`src/rtl/sha256_sigma_cfu_ctrl_if.sv`:
```
`default_nettype none
// ---------------------------------------------------------------------------
// sha256_sigma_cfu_ctrl_if : CFU request/response bundle for the sigma unit
// Revision : 1.0
// ---------------------------------------------------------------------------
interface sha256_sigma_cfu_ctrl_if #(
  parameter int ID_W = 4
);
  logic            req_valid;
  logic            req_ready;
  logic [2:0]      req_func;
  logic [ID_W-1:0] req_id;
  logic [31:0]     req_data0;
  logic [31:0]     req_data1;
  logic            resp_valid;
  logic            resp_ready;
  logic [ID_W-1:0] resp_id;
  logic [31:0]     resp_data;
  logic            resp_err;
  logic            busy;

  modport master (
    output req_valid, req_func, req_id, req_data0, req_data1, resp_ready,
    input  req_ready, resp_valid, resp_id, resp_data, resp_err, busy
  );

  modport slave (
    input  req_valid, req_func, req_id, req_data0, req_data1, resp_ready,
    output req_ready, resp_valid, resp_id, resp_data, resp_err, busy
  );
endinterface
`default_nettype wire

```
`src/rtl/sha256_sigma_cfu_ctrl.sv`:
```
`default_nettype none
// ---------------------------------------------------------------------------
// sha256_sigma_cfu_ctrl : credit-controlled CFU front end for SHA-256 sigma
// Option macro SHA256_SIGMA_PIPE_EN adds an input stage (latency 2 vs 1).
// Revision : 1.0
// ---------------------------------------------------------------------------
module sha256_sigma_cfu_ctrl #(
  parameter int ID_W  = 4,
  parameter int DEPTH = 2
) (
  input  wire logic               clk,
  input  wire logic               rst,
  sha256_sigma_cfu_ctrl_if.slave  cfu
);

  localparam int CNT_W = $clog2(DEPTH + 1);
  localparam int PTR_W = (DEPTH > 1) ? $clog2(DEPTH) : 1;

  localparam logic [CNT_W-1:0] c_DEPTH_CNT = CNT_W'(DEPTH);
  localparam logic [PTR_W-1:0] c_PTR_LAST  = PTR_W'(DEPTH - 1);

  function automatic logic [31:0] f_ror(input logic [31:0] x, input int n);
    return (x >> n) | (x << (32 - n));
  endfunction

  function automatic logic [31:0] f_sigma(input logic [1:0] sel, input logic [31:0] x);
    logic [31:0] r;
    r = '0;
    case (sel)
      2'd0:    r = f_ror(x, 2)  ^ f_ror(x, 13) ^ f_ror(x, 22);
      2'd1:    r = f_ror(x, 6)  ^ f_ror(x, 11) ^ f_ror(x, 25);
      2'd2:    r = f_ror(x, 7)  ^ f_ror(x, 18) ^ (x >> 3);
      default: r = f_ror(x, 17) ^ f_ror(x, 19) ^ (x >> 10);
    endcase
    return r;
  endfunction

  function automatic logic [PTR_W-1:0] f_ptr_inc(input logic [PTR_W-1:0] p);
    return (p == c_PTR_LAST) ? '0 : p + PTR_W'(1);
  endfunction

  logic                   w_acc;
  logic                   w_pop;
  logic                   w_wr;
  logic [2:0]             w_src_func;
  logic [ID_W-1:0]        w_src_id;
  logic [31:0]            w_src_data;
  logic                   w_wr_err;
  logic [31:0]            w_wr_data;
  logic [CNT_W-1:0]       w_outs_nxt;
  logic                   w_unused;

  logic [CNT_W-1:0]       r_outs;
  logic                   r_req_ready;
  logic                   r_busy;
  logic [CNT_W-1:0]       r_fcnt;
  logic [PTR_W-1:0]       r_wr_ptr;
  logic [PTR_W-1:0]       r_rd_ptr;
  logic [31:0]            r_mem_data [DEPTH];
  logic [ID_W-1:0]        r_mem_id   [DEPTH];
  logic                   r_mem_err  [DEPTH];

  assign w_acc    = cfu.req_valid && r_req_ready;
  assign w_pop    = (r_fcnt != '0) && cfu.resp_ready;
  assign w_unused = ^cfu.req_data1;

`ifdef SHA256_SIGMA_PIPE_EN
  logic             r_stg_valid;
  logic [2:0]       r_stg_func;
  logic [ID_W-1:0]  r_stg_id;
  logic [31:0]      r_stg_data;

  always_ff @(posedge clk) begin
    if (rst) begin
      r_stg_valid <= 1'b0;
      r_stg_func  <= '0;
      r_stg_id    <= '0;
      r_stg_data  <= '0;
    end else begin
      r_stg_valid <= w_acc;
      if (w_acc) begin
        r_stg_func <= cfu.req_func;
        r_stg_id   <= cfu.req_id;
        r_stg_data <= cfu.req_data0;
      end
    end
  end

  assign w_wr       = r_stg_valid;
  assign w_src_func = r_stg_func;
  assign w_src_id   = r_stg_id;
  assign w_src_data = r_stg_data;
`else
  assign w_wr       = w_acc;
  assign w_src_func = cfu.req_func;
  assign w_src_id   = cfu.req_id;
  assign w_src_data = cfu.req_data0;
`endif

  // Illegal functions still occupy a slot so ordering is preserved.
  assign w_wr_err  = w_src_func[2];
  assign w_wr_data = w_wr_err ? 32'h0 : f_sigma(w_src_func[1:0], w_src_data);

  always_comb begin
    w_outs_nxt = r_outs;
    case ({w_acc, w_pop})
      2'b10:   w_outs_nxt = r_outs + CNT_W'(1);
      2'b01:   w_outs_nxt = r_outs - CNT_W'(1);
      default: w_outs_nxt = r_outs;
    endcase
  end

  // Ready and busy come from the next count so neither has an input-to-output path.
  always_ff @(posedge clk) begin
    if (rst) begin
      r_outs      <= '0;
      r_req_ready <= 1'b1;
      r_busy      <= 1'b0;
    end else begin
      r_outs      <= w_outs_nxt;
      r_req_ready <= (w_outs_nxt < c_DEPTH_CNT);
      r_busy      <= (w_outs_nxt != '0);
    end
  end

  always_ff @(posedge clk) begin
    if (rst) begin
      for (int i = 0; i < DEPTH; i++) begin
        r_mem_data[i] <= '0;
        r_mem_id[i]   <= '0;
        r_mem_err[i]  <= 1'b0;
      end
      r_wr_ptr <= '0;
      r_rd_ptr <= '0;
      r_fcnt   <= '0;
    end else begin
      if (w_wr) begin
        r_mem_data[r_wr_ptr] <= w_wr_data;
        r_mem_id[r_wr_ptr]   <= w_src_id;
        r_mem_err[r_wr_ptr]  <= w_wr_err;
        r_wr_ptr             <= f_ptr_inc(r_wr_ptr);
      end
      if (w_pop) begin
        r_rd_ptr <= f_ptr_inc(r_rd_ptr);
      end
      case ({w_wr, w_pop})
        2'b10:   r_fcnt <= r_fcnt + CNT_W'(1);
        2'b01:   r_fcnt <= r_fcnt - CNT_W'(1);
        default: r_fcnt <= r_fcnt;
      endcase
    end
  end

  assign cfu.req_ready  = r_req_ready;
  assign cfu.busy       = r_busy;
  assign cfu.resp_valid = (r_fcnt != '0);
  assign cfu.resp_id    = r_mem_id[r_rd_ptr];
  assign cfu.resp_data  = r_mem_data[r_rd_ptr];
  assign cfu.resp_err   = r_mem_err[r_rd_ptr];

endmodule
`default_nettype wire

```
`src/flat_wrapper.sv`:
```
// flat-port wrapper written by rule: the top's interface ports become plain ports
module sha256_sigma_cfu_ctrl_flat 
#(
  parameter int ID_W  = 4,
  parameter int DEPTH = 2
)
  (clk, rst, cfu_req_valid, cfu_req_func, cfu_req_id, cfu_req_data0, cfu_req_data1, cfu_resp_ready, cfu_req_ready, cfu_resp_valid, cfu_resp_id, cfu_resp_data, cfu_resp_err, cfu_busy);
  sha256_sigma_cfu_ctrl_if #(.ID_W(ID_W)) cfu_i ();
  input  wire logic clk;
  input  wire logic rst;
  input wire logic [$bits(cfu_i.req_valid)-1:0] cfu_req_valid;
  input wire logic [$bits(cfu_i.req_func)-1:0] cfu_req_func;
  input wire logic [$bits(cfu_i.req_id)-1:0] cfu_req_id;
  input wire logic [$bits(cfu_i.req_data0)-1:0] cfu_req_data0;
  input wire logic [$bits(cfu_i.req_data1)-1:0] cfu_req_data1;
  input wire logic [$bits(cfu_i.resp_ready)-1:0] cfu_resp_ready;
  output wire logic [$bits(cfu_i.req_ready)-1:0] cfu_req_ready;
  output wire logic [$bits(cfu_i.resp_valid)-1:0] cfu_resp_valid;
  output wire logic [$bits(cfu_i.resp_id)-1:0] cfu_resp_id;
  output wire logic [$bits(cfu_i.resp_data)-1:0] cfu_resp_data;
  output wire logic [$bits(cfu_i.resp_err)-1:0] cfu_resp_err;
  output wire logic [$bits(cfu_i.busy)-1:0] cfu_busy;
  assign cfu_i.req_valid = cfu_req_valid;
  assign cfu_i.req_func = cfu_req_func;
  assign cfu_i.req_id = cfu_req_id;
  assign cfu_i.req_data0 = cfu_req_data0;
  assign cfu_i.req_data1 = cfu_req_data1;
  assign cfu_i.resp_ready = cfu_resp_ready;
  assign cfu_req_ready = cfu_i.req_ready;
  assign cfu_resp_valid = cfu_i.resp_valid;
  assign cfu_resp_id = cfu_i.resp_id;
  assign cfu_resp_data = cfu_i.resp_data;
  assign cfu_resp_err = cfu_i.resp_err;
  assign cfu_busy = cfu_i.busy;
  sha256_sigma_cfu_ctrl #(.ID_W(ID_W), .DEPTH(DEPTH)) u_core (.clk(clk), .rst(rst), .cfu(cfu_i));
endmodule
```
`config.mk`:
```
export PLATFORM = sky130hd
export DESIGN_NAME = sha256_sigma_cfu_ctrl_flat
export DESIGN_NICKNAME = d
export VERILOG_FILES = /design/src/rtl/sha256_sigma_cfu_ctrl_if.sv /design/src/rtl/sha256_sigma_cfu_ctrl.sv /design/src/flat_wrapper.sv
export SDC_FILE = /design/constraint.sdc
export NUM_CORES = 1
export LEC_CHECK = 0
export BUFFER_PORTS_ARGS = -buffer_cell sky130_fd_sc_hd__buf_4
export CAP_MARGIN = 10
export CORE_ASPECT_RATIO = 0.75
export CORE_MARGIN = 1.5
export CORE_UTILIZATION = 31
export CTS_BUF_LIST = sky130_fd_sc_hd__clkbuf_8 sky130_fd_sc_hd__clkbuf_16
export DETAILED_ROUTE_END_ITERATION = 8
export PLACE_DENSITY_LB_ADDON = 0.12
export RECOVER_POWER = 100
export SLEW_MARGIN = 20
export SYNTH_ARGS = -nofsm -noshare
export SYNTH_HDL_FRONTEND = slang
export SYNTH_SLANG_ARGS = --single-unit
export TNS_END_PERCENT = 50
```
`constraint.sdc`:
```
create_clock -name clk -period 2.75 [get_ports clk]
set_clock_uncertainty 0.2 [all_clocks]
set_input_delay 0.1375 -clock clk [delete_from_list [all_inputs] [get_ports clk]]
set_output_delay 0.1375 -clock clk [all_outputs]
set_load 0.02 [all_outputs]
```
Word level (Yosys, flattened, before mapping)

Memories as Yosys holds them, arrays and structs flattened. A register that Yosys moved wholly into a read port is not among the register bits.
Index checks and enable logic that the tools add are counted.

Register bits: 8
RAM bits: 74
Output and inout port bits: 40
Memories: 3

$add $sub $neg: 6
$lt $le $gt $ge: 1
Eq/ne operators: 4
Multiplexer cells: 26
Bitwise operators: 18
Reduce and logical (&&, ||, !) cells: 9

Memory list:

| name              | words | width | read ports | clocked after Yosys merged registers in | write ports | line                        | source |
|---|---|---|---|---|---|---|---|
| u_core.r_mem_data | 2     | 32    | 1          | 1                                       | 2           | sha256_sigma_cfu_ctrl.sv:59 | `logic [31:0] r_mem_data [DEPTH];` |
| u_core.r_mem_id   | 2     | 4     | 1          | 1                                       | 2           | sha256_sigma_cfu_ctrl.sv:60 | `logic [ID_W-1:0] r_mem_id [DEPTH];` |
| u_core.r_mem_err  | 2     | 1     | 1          | 1                                       | 2           | sha256_sigma_cfu_ctrl.sv:61 | `logic r_mem_err [DEPTH];` |

Operator list:

| cell                  | number |
|---|---|
| $xor A32 B32 Y32      | 6 |
| $pmux W32 S3          | 1 |
| $mux W32              | 2 |
| $or A10 B32 Y32       | 1 |
| $or A13 B32 Y32       | 1 |
| $or A14 B32 Y32       | 1 |
| $or A15 B32 Y32       | 1 |
| $or A19 B32 Y32       | 1 |
| $or A21 B32 Y32       | 1 |
| $or A25 B32 Y32       | 1 |
| $or A26 B32 Y32       | 1 |
| $or A30 B32 Y32       | 1 |
| $or A7 B32 Y32        | 1 |
| $reduce_or A32 Y1     | 1 |
| $xor A32 B22 Y32      | 1 |
| $xor A32 B29 Y32      | 1 |
| $mux W1               | 20 |
| $pmux W2 S2           | 2 |
| $reduce_bool A2 Y1    | 3 |
| $add A2 B1 Y2 const B | 2 |
| $eq A2 B1 Y1 const B  | 2 |
| $eq A2 B2 Y1 const B  | 2 |
| $mux W4               | 1 |
| $reduce_or A4 Y1      | 1 |
| 6 further kinds       | 9 |

Logic depth before layout (Yosys ltp)

Gate-level depths: netlist of run 1.

Word-level depth: 6
Mapped depth: 6

Worst setup path before layout of run 1

Ideal clock, no wire load.

Kind: reg-to-reg
Start point: reg u_core.r_req_ready, in the netlist u_core.cfu.req_ready
End point: mem u_core.r_mem_data[0][0], enable pin
Arrival time: 2.402 ns
Required time: 2.111 ns
Slack: -0.291 ns
Stages on the path, launching flop included: 3
Buffers on the path: 0
Period minus slack after synthesis: 3.041 ns
Cells stage by stage: dfxtp_1 > nand2_1 > o21bai_1

RTL lines:

| element                | line                         | source |
|---|---|---|
| start, declared        | sha256_sigma_cfu_ctrl.sv:54  | `logic r_req_ready;` |
| start signal, assigned | sha256_sigma_cfu_ctrl.sv:121 | `r_req_ready <= (w_outs_nxt < c_DEPTH_CNT);` |
| end, declared          | sha256_sigma_cfu_ctrl.sv:59  |  |

==> results of run 1 <==
## metal layers
metal / wire (µm) / track usage (%) / share of wire [%] / vias up
met5: 0 / 0 / 0 / -
met4: 200 / 3.70 / 0.94 / 0
met3: 1080 / 2.61 / 5.1 / 15
met2: 9510 / 27.9 / 45 / 136
met1: 10600 / 26.3 / 49 / 2388
li1: - / - / - / 2101
## power groups by stage
stage                     registers [µW]  clock network [µW]  logic [µW]
final                               1740                1460        2010
after global routing                1770                1540        2160
after CTS                           1750                1510        2200
after detailed placement            1770                   0        2190
after global placement              1760                   0        2170
after floorplan                     1720                   0        1540
## area by class of cell
class | instances | area, µm²
Fill cell | 2229 | 14900
Inverter | 1 | 3.75
Tap cell | 300 | 375
Multi-Input combinational cell | 377 | 4600
Timing Repair Buffer | 100 | 652
Clock buffer | 9 | 225
Sequential cell | 83 | 2400
Clock inverter | 7 | 128
## per-stage QoR
step	hold slack (ns)	power (µW)
floorplan	0.136	3260
finish	0.0246	5210
CTS	0.0144	5460
global route	0.0622	5480
detailed placement	0.215	3960
global placement	0.210	3930
## worst max-delay path, stage by stage
cell and delay [ns]:
dlygate4sd3_1 0.54, buf_4 0.18, and4bb_1 0.29, nand2b_1 0.06, clkbuf_2 0.45, a211oi_1 0.47
## cell usage in the layout (no fill, tap or decap), drive strengths merged, types with 5 or more instances in the layout
master / Yosys / final
edfxtp: 74 / 74
a211oi: 58 / 58
xnor3: 58 / 58
xor3: 57 / 57
buf: 46 / 56
clkbuf: 14 / 47
o21ai: 37 / 37
mux2: 37 / 37
nor2: 36 / 36
o22a: 29 / 29
xor2: 16 / 16
nand2: 9 / 9
dfxtp: 9 / 9
and2: 9 / 9
dlygate4sd3: 0 / 6
inv: 1 / 5
## worst max-delay path by stage
stage | from | endpoint | slack, ns | cells after the start
after floorplan | u_core.cfu.req_ready$_SDFF_PP1_ | u_core.r_mem_data[0][0]$_SDFFCE_PN0P_ | 0.49 | 2
after CTS | flip-flop | cfu_resp_data[29] | 0.56 | 3
after detailed placement | u_core.r_wr_ptr$_SDFFE_PP0P_ | u_core.r_mem_data[1][17]$_SDFFCE_PN0P_ | 0.66 | 3
after global placement | u_core.r_wr_ptr$_SDFFE_PP0P_ | u_core.r_mem_data[1][17]$_SDFFCE_PN0P_ | 0.71 | 3
after global routing | u_core.cfu.req_ready$_SDFF_PP1_ | u_core.r_mem_data[0][17]$_SDFFCE_PN0P_ | 0.39 | 3
final | rst | u_core.r_mem_data[0][1]$_SDFFCE_PN0P_ | 0.54 | 6
## kinds of logic (layout without fill, tap and decap cells)
logic type | count (synthesis) | count (layout) | share of synthesized area (%)
xor gates and xnor gates | 134 | 134 | 38.5
buffers and inverters | 61 | 117 | 5.71
AOI/OAI and AO/OA | 139 | 139 | 13.2
adders and majority gates | 1 | 1 | 0.169
muxes | 37 | 37 | 5.63
DFF | 83 | 83 | 32.4
and+or+nand+nor | 66 | 66 | 4.27
## state kept, by name (all words and copies together), names as in the netlist, named ones only
signal                flops
u_core.r_outs             2
u_core.r_mem_id           8
u_core.r_mem_data        64
u_core.cfu.busy           1
u_core.cfu.req_ready      1
u_core.r_fcnt             2
u_core.r_mem_err          2
u_core.r_wr_ptr           1
u_core.r_rd_ptr           1
==> results, run 1 <==
- VDD sags by at most 0.334 mV.
- The global-route congestion overflow total is 0.
- The die covers 24800 µm².
- Per report_power, the clock group accounts for 28.1% of the total.
- For the pin with the worst max-slew slack, the measured transition is 1.16 ns.
- In the routed layout, each cell is associated on average with a via count of 5.29.
- The instance count of the mapped netlist is 521.
- Max-cap violations in this run came to 0.
- The number of primary I/O pins is 115.
- The flow ran to the end, and the final reports show no timing, DRC or antenna violations.
- Global routing consumed, over all layers together, 17.8% of the routing resources.
- The sum of negative setup slack is 0 ns.
- The mapped netlist covers 7410 µm².
- For this run, the number of Yosys warnings is 0.
- Based on the critical path, the design can be clocked at up to 0.453 GHz.
- The critical setup path kind is in2reg.
- The number of cells on the worst reg-to-reg path is 3.
- The routed design could run at a clock period as short as 2.21 ns.
- Dividing total power by cell area gives a power density of 622 nW/µm².
- The maximum number of pins on one net before global-route repair is 38.
- The cell type with the highest aggregate area in the netlist is edfxtp_1.
- The post-cts repair resize count is 0.
- The total clock buffers created by CTS is 9.
- The number of buffers added on ports is 82.
- The signal arrival time at the worst endpoint is 2.13 ns.
- The depth of the CTS H-tree is 3.
- The area growth from synthesis to layout is 13.2%.
- The final instance count without filler cells is 877.
- The die span in y is 137 µm.
- The number of instances on the worst hold path is 4.
- The proportion of synthesized chip area in sequential cells is 32.4%.
- The number of hold buffers added after CTS was 6.
- Summed over all nets, the half-perimeter wirelength after detailed placement is 13.7 mm.
- Yosys mapped a number of flops with a built-in enable equal to 74.
- Cells fill 36.1% of the core in the end.
- The cell sitting at the root of the clock tree is a clkbuf_16.
- The min-delay analysis places its worst path in the category in2reg.
- The number of distinct library cell variants in the gate-level netlist after synthesis is 39.
- The maximum fanout along the worst path is 29.
- The final worst-path cycle share is 80.3%.
- Ranked by total cell area, the synthesized netlist is headed by edfxtp_1 30%, xnor3_1 17%, xor3_1 17%, a211oi_1 5.9%, mux2_2 5.6%.
- The core area is 23200 µm².
- The category of the worst setup path capture point is a flip-flop.
- The count of state elements after synthesis is 83.
- The initialized floorplan defines 48 standard-cell rows.
- Setup repair after global routing left no endpoint under its margin.
- The detailed router finished its first iteration with 371 violations.
- The clock latency at the later pin of the worst-skew pair is 0.35 ns.
- The tightest slew margin relative to the limit is 22.6%.
- The DRC violation count after routing is 0.
- The weighted congestion at the end of routability-driven global placement is 0.783.
- edfxtp_1 is the most common cell in the netlist.
- The required time at the endpoint of the critical path is 2.67 ns.
- TritonCTS built the clock tree.
- The total length of routed wires is 21.4 mm.
- Setup violations remaining at the end of the flow were counted as 0.
- The first-pass GRT wire length is 32.0 mm.
- The top flip-flop cell by instance count after synthesis is edfxtp_1.
- The post-synth net total is 597.
- The net switching fraction of the power is 33.2%.
- The clock input transition at the sequential cells of the worst setup and hold paths is 0.07 ns.
- The leakage component of the power is 0.00374 µW.
- The final count of pins violating max slew came to 0.
- The number of setup buffers added after CTS is 0.
- After the last flow step, the layout net total stands at 648.
- The maximum number of buffers from clock root to sink is 2.
- The average instance area after synthesis is 14.2 µm².
- The worst-case setup slack after placement is 0.661 ns.
- The via count of the first global-routing pass is 4794.
- Counting tap cells, the placed design contains a total of 855 instances.
- The part of the total power dissipated in combinational logic is 38.5%.
- After synthesis, the share of flip-flops with an asynchronous set or reset is 0%.
- The finished cells cover 8380 µm².
- The number of hold-slack violations in the final timing report is 0.
- 0 antenna diodes ended up in the layout.
- The number of optimization iterations in the first detailed-route pass is 4.
- The reported net switching power is 1730 µW.
- By count the netlist is led by 74 x edfxtp_1, 58 x a211oi_1, 55 x xnor3_1, 52 x xor3_1.
- The initial utilization of the core area, before any placement, comes to 31.9%.
- The synthesized design devotes to its leading area cell type 30.0% of total area.
- Counting every sink on the clock net gives 83.
- Across all register-to-register paths, the minimum setup slack is 0.56 ns.
- Setup slack on the critical path of the routed design comes to 0.542 ns.
- The number of antenna violations at the first check in global routing came to 0.
- The count of nets left with antenna violations once routing finished came out at 0.
- The startpoint kind of the worst setup timing path is an input pin.
- The fraction of final layout cells sized beyond drive strength 1 is 21.0%.
- The total number of vias is 4640.
- In this run the most critical hold path is launched from cfu_resp_ready.
- The source of the worst register-to-register timing path is u_core.cfu.req_ready$_SDFF_PP1_.
- After detailed routing, the average wire length per cell comes to 24.4 µm.
- The die outline width is 181 µm.
- The internal power of the cells totals 3480 µW.
- The reg-to-reg critical path endpoint is u_core.r_mem_data[0][17]$_SDFFCE_PN0P_.
- The instance area at placement is 8110 µm².
- The power share of the sequential group is 33.4%.
Power figures use the tool's default switching activity.
==> inputs of run 2 (changes only) <==
- clock period: 2.75 -> 1.82 ns (I/O delays scaled with it)
==> results, run 2 (synthesis results as in run 1) <==
- Outcome: completed (unchanged).
- The highest-delay cell along the critical path is dfxtp_4 (was dlygate4sd3_1).
- The final-stage net count is 668 (was 648).
- The routed length per placed instance came to 24.4 µm (about the same).
- The global-route usage over all layers came to 17.9% (was 17.8%).
- The class of the tightest hold or removal check was in2reg (unchanged).
- The final count of pins violating max slew was 0 (unchanged).
- The DRC violation count after routing is 0 (unchanged).
- The power density over the cells came to 912 nW/µm² (was 622 nW/µm²).
- The number of core rows is 48 (unchanged).
- The most common cell after layout, fill and taps aside is buf_4 (was edfxtp_1).
- The synthesis-to-finish area growth is 17.1% (was 13.2%).
- The part of the total power dissipated in combinational logic is 44.6% (was 38.5%).
- The number of optimization iterations in the first detailed-route pass is 4 (unchanged).
- The placed wire-length estimate is 13.6 mm (was 13.7 mm).
- The CTS root buffer is clkbuf_16 (unchanged).
- The die outline width was 181 µm (unchanged).
- The required time at the endpoint of the critical path came to 1.53 ns (was 2.67 ns).
- The count of nets left with antenna violations after detail routing came to 0 (unchanged).
- The CTS tree is yes (unchanged).
- The register name with the most flops was u_core.r_mem_data (unchanged).
- The internal power is 5200 µW (was 3480 µW).
- The power share of the clock group came to 22.8% (was 28.1%).
- The tightest slew margin relative to the limit is 71.3% (was 22.6%).
- The depth of the CTS H-tree came to 3 (unchanged).
- The maximum number of pins on one net before global-route repair came to 38 (unchanged).
- The layout filler cell count came to 2177 (was 2229).
- The maximum fanout along the worst path is 18 (was 29).
- The flip-flop count of the largest register, all copies and words added is 64 (unchanged).
- The category of the worst setup path capture point is a primary output (was flip-flop).
- The fraction of final layout cells sized beyond drive strength 1 was 29.1% (was 21.0%).
- The weighted congestion at the end of routability-driven global placement is 0.779 (was 0.783).
- The overall die area is 24800 µm² (unchanged).
- The first-pass GRT wire length was 32.0 mm (about the same).
- The leakage component of the power is 0.00395 µW (was 0.00374 µW).
- The number of antenna violations at the first check in global routing is 0 (unchanged).
- The total clock buffers created by CTS is 9 (unchanged).
- The diode insertion count for antenna repair was 0 (unchanged).
- The starting density of the core was 31.9% (unchanged).
- The pin slew with the least headroom to its limit came to 0.430 ns (was 1.16 ns).
- The startpoint kind of the worst setup timing path was a flip-flop (was input pin).
- The core area was 23200 µm² (unchanged).
- The clock input transition at the sequential cells of the worst setup and hold paths came to 0.07 ns (about the same).
- The number of DRC violations after detailed-routing iteration 0 was 360 (was 371).
- The net switching fraction of the power is 34.2% (was 33.2%).
- Largest registers ranked by flip-flop count: u_core.r_mem_data: 64 flops, u_core.r_mem_id: 8 flops (unchanged).
- The delay of the slowest cell on the worst path is 0.40 ns (was 0.54 ns).
- Cell Chain, Critical Path: clkbuf_16 -> mux2_2 -> buf_4 (was dlygate4sd3_1 -> buf_4 -> and4bb_1 -> nand2b_1 -> clkbuf_2 -> a211oi_1).
- The final critical-path required period is 1.79 ns.
- The signal arrival time at the worst endpoint is 1.50 ns (was 2.13 ns).
- The worst setup margin is 0.0260 ns (was 0.542 ns).
- The via count of the first global-routing pass is 4836 (was 4794).
- The power share of the sequential group is 32.6% (was 33.4%).
- The maximum number of buffers from clock root to sink came to 2 (unchanged).
- The total of endpoints with negative setup slack in the final report is 0 (unchanged).
- The number of buffers added on ports is 82 (unchanged).
- The final worst-path cycle share is 98.6%.
- Leading cell types in the layout, fill and taps excluded: 96 x buf_4, 74 x edfxtp_1, 57 x a211oi_1 (was 74 x edfxtp_1, 58 x a211oi_1, 55 x xnor3_1).
- The reported net switching power is 2710 µW (was 1730 µW).
- The number of sinks driven by the clock tree came to 83 (unchanged).
- The total number of vias is 4620 (was 4640).
- Unrepaired setup endpoints after global routing: true (was false).
- The maximum ir drop on the vdd rail was 0.426 mV (was 0.334 mV).
- The mean number of vias per cell was 5.15 (was 5.29).
- The number of hold-slack violations in the final timing report is 0 (unchanged).
- The critical setup path kind was reg2out (was in2reg).
- The worst-case setup slack after placement is 0.0566 ns (was 0.661 ns).
- Derived from the worst setup path, the maximum achievable clock frequency is 0.557 GHz.
- The clock latency at the later pin of the worst-skew pair is 0.36 ns (was 0.35 ns).
- The number of primary I/O pins is 115 (unchanged).
- The max capacitance violation total was 0 (unchanged).
- The sum of negative setup slack was 0 ns (unchanged).
- The die span in y is 137 µm (unchanged).
- The total length of routed wires was 21.9 mm (was 21.4 mm).
- The global-route congestion overflow total is 0 (unchanged).
-- run 2: power by group through the flow --
stage                     clock, µW  sequential, µW  combinational (µW)
after global placement            0            2590                3440
final                          1800            2580                3530
after CTS                      1870            2570                3490
after detailed placement          0            2610                3460
after global routing           1940            2620                3780
after floorplan                   0            2600                2330
-- run 2: repair_timing --
item / in CTS / in global routing
resized for setup: 0 / 7
hold buffers: 7 / 0
endpoints found under the setup margin: 3 / 39
gates cloned: 0 / 2
endpoints found under the hold margin: 19 / 0
setup buffers: 0 / 1
pin swaps: 0 / 1
-- run 2: final cells by class --
cell class | instances | area, µm² | share of cell area (%)
flip-flops and latches | 83 | 2410 | 27.7
repair buffers | 120 | 1000 | 11.5
clock buffers | 9 | 225 | 2.60
inverters | 1 | 3.75 | 0.0433
multi-input cells | 377 | 4600 | 53.1
clock inverters | 7 | 58.8 | 0.678
well taps | 300 | 375 | 4.33
-- run 2: worst max-delay path: cells and delay by family, from the launching register on --
kind,cells,cell delay [ns]
DFF,1,0.40
buffers and inverters,2,0.39
muxes,1,0.35
-- run 2: layer usage --
metal,up-vias,part of all wire (%),track usage (%)
met1,2289,47,25.4
met3,19,7.4,4.02
met5,-,0,0
met4,0,1.2,5.42
li1,2138,-,-
met2,174,44,27.3
-- run 2: per-stage QoR --
step           total power, µW  util (%)  hold slack (ns)  area (µm²)  instances
2_1_floorplan             4930         -           0.0892        7420        521
3_3_place_gp              6030      35.7            0.167        8310        871
3_5_place_dp              6070      35.7            0.180        8310        871
4_1_cts                   7920      37.3           0.0219        8660        894
5_1_grt                   8330      37.3           0.0534        8670        897
6_report                  7910      37.3           0.0398        8670        897
-- run 2: worst paths after layout --
check	startpoint	endpoint	slack (ns)	depth (start not counted)
worst max-delay path	flip-flop	cfu_resp_data[29]	0.03	3
worst min-delay path	cfu_req_func[0]	u_core.r_mem_data[1][20]$_SDFFCE_PN0P_	0.04	3
worst max register to register	u_core.r_fcnt[0]$_SDFFE_PP0N_	u_core.r_fcnt[1]$_SDFFE_PP0N_	0.05	5
worst min register to register	u_core.r_rd_ptr$_SDFFE_PP0P_	u_core.r_rd_ptr$_SDFFE_PP0P_	0.32	2
==> inputs of run 3 (changes only) <==
- CELL_PAD_IN_SITES_DETAIL_PLACEMENT: unset -> 0
- CELL_PAD_IN_SITES_GLOBAL_PLACEMENT: unset -> 2
==> results, run 3 (synthesis results as in run 1) <==
- The starting density of the core was 31.9% (unchanged).
- The power density over the cells was 918 nW/µm² (was 912 nW/µm²).
- The flip-flop count of the largest register, all copies and words added is 64 (unchanged).
- The overall die area is 24800 µm² (unchanged).
- The number of buffers added on ports came to 82 (unchanged).
- The CTS root buffer was clkbuf_16 (unchanged).
- The synthesis-to-finish area growth came to 18.8% (was 17.1%).
- The class of the tightest hold or removal check is in2reg (unchanged).
- The placed wire-length estimate came to 14.4 mm (was 13.6 mm).
- Unrepaired setup endpoints after global routing: true (unchanged).
- The total clock buffers created by CTS is 9 (unchanged).
- The number of antenna violations at the first check in global routing is 0 (unchanged).
- The maximum ir drop on the vdd rail is 0.388 mV (was 0.426 mV).
- The leakage component of the power is 0.00402 µW (was 0.00395 µW).
- The most crowded layer after global routing was met2 (unchanged).
- The routed length per placed instance is 25.2 µm (was 24.4 µm).
- The tightest slew margin relative to the limit is 74.7% (was 71.3%).
- The depth of the CTS H-tree is 3 (unchanged).
- The die span in y is 137 µm (unchanged).
- The startpoint kind of the worst setup timing path is a flip-flop (unchanged).
- The total number of vias is 4702 (was 4620).
- The total length of routed wires is 22.9 mm (was 21.9 mm).
- The global routing met2 resource utilization is 30.1% (was 27.3%).
- The net switching fraction of the power is 33.5% (was 34.2%).
- Outcome: completed (unchanged).
- The first-pass GRT wire length came to 33.2 mm (was 32.0 mm).
- The worst setup path endpoint was cfu_resp_data[18] (was cfu_resp_data[29]).
- The maximum fanout along the worst path came to 18 (unchanged).
- The signal arrival time at the worst endpoint came to 1.50 ns (about the same).
- The number of primary I/O pins came to 115 (unchanged).
- The number of DRC violations after detailed-routing iteration 0 is 300 (was 360).
- The total of endpoints with negative setup slack in the final report is 0 (unchanged).
- The post-layout total power is 8070 µW (was 7910 µW).
- The via count of the first global-routing pass is 4911 (was 4836).
- The required time at the endpoint of the critical path came to 1.53 ns (about the same).
- The instance area at placement is 8410 µm² (was 8310 µm²).
- The fraction of final layout cells sized beyond drive strength 1 is 31.4% (was 29.1%).
- The met3 global-route usage was 3.33% (was 4.02%).
- The maximum number of buffers from clock root to sink is 2 (unchanged).
- The mean number of vias per cell is 5.18 (was 5.15).
- Largest registers ranked by flip-flop count: u_core.r_mem_data: 64 flops, u_core.r_mem_id: 8 flops (unchanged).
- The part of the total power dissipated in combinational logic is 44.0% (was 44.6%).
- The maximum clock rate is 0.559 GHz (was 0.557 GHz).
- The clock input transition at the sequential cells of the worst setup and hold paths is 0.07 ns (about the same).
- The weighted congestion at the end of routability-driven global placement is 0.740 (was 0.779).
- The core area is 23200 µm² (unchanged).
- The global-route congestion overflow total is 0 (unchanged).
- The internal power is 5370 µW (was 5200 µW).
- The category of the worst setup path capture point is a primary output (unchanged).
- The register-to-register setup slack came to 0.08 ns (was 0.05 ns).
- The met1 usage was 26.4% (was 25.4%).
- The count of nets left with antenna violations after detail routing was 0 (unchanged).
- The final worst-path cycle share is 98.2% (was 98.6%).
- The source of the worst register-to-register timing path is u_core.r_fcnt[0]$_SDFFE_PP0N_ (unchanged).
- The final-stage net count is 679 (was 668).
- The final count of pins violating max slew is 0 (unchanged).
- The global-route usage over all layers is 18.7% (was 17.9%).
- The reported net switching power is 2700 µW (was 2710 µW).
- The layout filler cell count was 2212 (was 2177).
- The CTS tree is yes (unchanged).
- The clock latency at the later pin of the worst-skew pair is 0.35 ns (was 0.36 ns).
- The number of core rows is 48 (unchanged).
- The number of hold-slack violations in the final timing report is 0 (unchanged).
- The area of all placed cells without fillers is 8800 µm² (was 8670 µm²).
- The power share of the sequential group is 32.0% (was 32.6%).
- The die outline width is 181 µm (unchanged).
- The number of optimization iterations in the first detailed-route pass is 5 (was 4).
- The number of cells on the worst reg-to-reg path is 4 (was 5).
- The maximum number of pins on one net before global-route repair is 38 (unchanged).
- The register name with the most flops is u_core.r_mem_data (unchanged).
- The critical setup path kind is reg2out (unchanged).
- The number of sinks driven by the clock tree is 83 (unchanged).
- The reg-to-reg critical path endpoint is u_core.cfu.req_ready$_SDFF_PP1_ (was u_core.r_fcnt[1]$_SDFFE_PP0N_).
- The max capacitance violation total is 0 (unchanged).
- The post-CTS setup-driven buffer insertion count is 0 (unchanged).
- Leading cell types in the layout, fill and taps excluded: 108 x buf_4, 74 x edfxtp_1, 55 x xnor3_1 (was 96 x buf_4, 74 x edfxtp_1, 57 x a211oi_1).
- The final critical-path required period came to 1.79 ns (about the same).
- The power share of the clock group is 23.9% (was 22.8%).
- The diode insertion count for antenna repair is 0 (unchanged).
- The DRC violation count after routing is 0 (unchanged).
- The most common cell after layout, fill and taps aside is buf_4 (unchanged).
- The pin slew with the least headroom to its limit is 0.375 ns (was 0.430 ns).
## run 3: cell count changes in the layout (fill, tap and decap cells not counted), moves of 2 or more
cell	previous run	this run
mux2_4	0	2
a211oi_1	57	52
a211oi_2	1	6
mux2_2	37	35
inv_6	3	1
buf_4	96	108
## run 3: how the worst min path moves through the flow
stage | startpoint | endpoint | slack [ns] | depth (start not counted)
after floorplan | cfu_req_func[2] | u_core.r_mem_err[0]$_SDFFCE_PN0P_ | 0.09 | 1
after global placement | rst | u_core.r_fcnt[1]$_SDFFE_PP0N_ | 0.17 | 2
after detailed placement | rst | flip-flop | 0.18 | 2
after CTS | cfu_req_valid | u_core.r_wr_ptr$_SDFFE_PP0P_ | 0.07 | 5
after global routing | cfu_req_func[0] | u_core.r_mem_data[0][29]$_SDFFCE_PN0P_ | 0.1 | 4
final | cfu_req_func[0] | u_core.r_mem_data[0][31]$_SDFFCE_PN0P_ | 0.08 | 4
## run 3: layout make-up
cell class / count / area, µm² / area share [%]
Inverter: 1 / 3.75 / 0.0427
Multi-Input combinational cell: 377 / 4640 / 52.8
Sequential cell: 83 / 2410 / 27.4
Clock inverter: 6 / 63.8 / 0.725
Clock buffer: 10 / 239 / 2.72
Tap cell: 300 / 375 / 4.27
Timing Repair Buffer: 131 / 1060 / 12.1
## run 3: power by group through the flow
stage / clock network, µW / logic, µW / registers (µW)
2_1_floorplan: 0 / 2330 / 2600
3_3_place_gp: 0 / 3510 / 2600
3_5_place_dp: 0 / 3530 / 2610
4_1_cts: 1990 / 3590 / 2570
5_1_grt: 2050 / 3810 / 2620
6_report: 1930 / 3560 / 2590
## run 3: through the flow
stage	instances	util, %	hold WS (ns)	setup TNS [ns]	worst slack (ns)
2_1_floorplan	521	-	0.0892	0	0.00652
3_3_place_gp	883	36.2	0.169	0	0.0512
3_5_place_dp	883	36.2	0.177	-0.0369	-0.0369
4_1_cts	907	37.9	0.0670	-0.00863	-0.00395
5_1_grt	908	37.8	0.0981	-0.0616	-0.0127
6_report	908	37.8	0.0761	0	0.0323
## run 3: timing repair
| action | 4_1_cts | 5_1_grt |
|---|---|---|
| pin swaps | 0 | 1 |
| endpoints found under the setup margin | 4 | 46 |
| hold buffers | 8 | 0 |
| cloned | 0 | 1 |
| endpoints found under the hold margin | 19 | 0 |
| gates resized for setup | 2 | 11 |
## run 3: critical path, stage by stage (launching register included)
cell and delay, ns:
dfxtp_4 0.39, clkbuf_16 0.22, mux2_2 0.35, buf_4 0.16
## run 3: metal layers
metal	vias up	wire, µm
met5	-	0
met4	0	311
met3	22	1210
met2	136	10600
met1	2382	10800
li1	2162	-
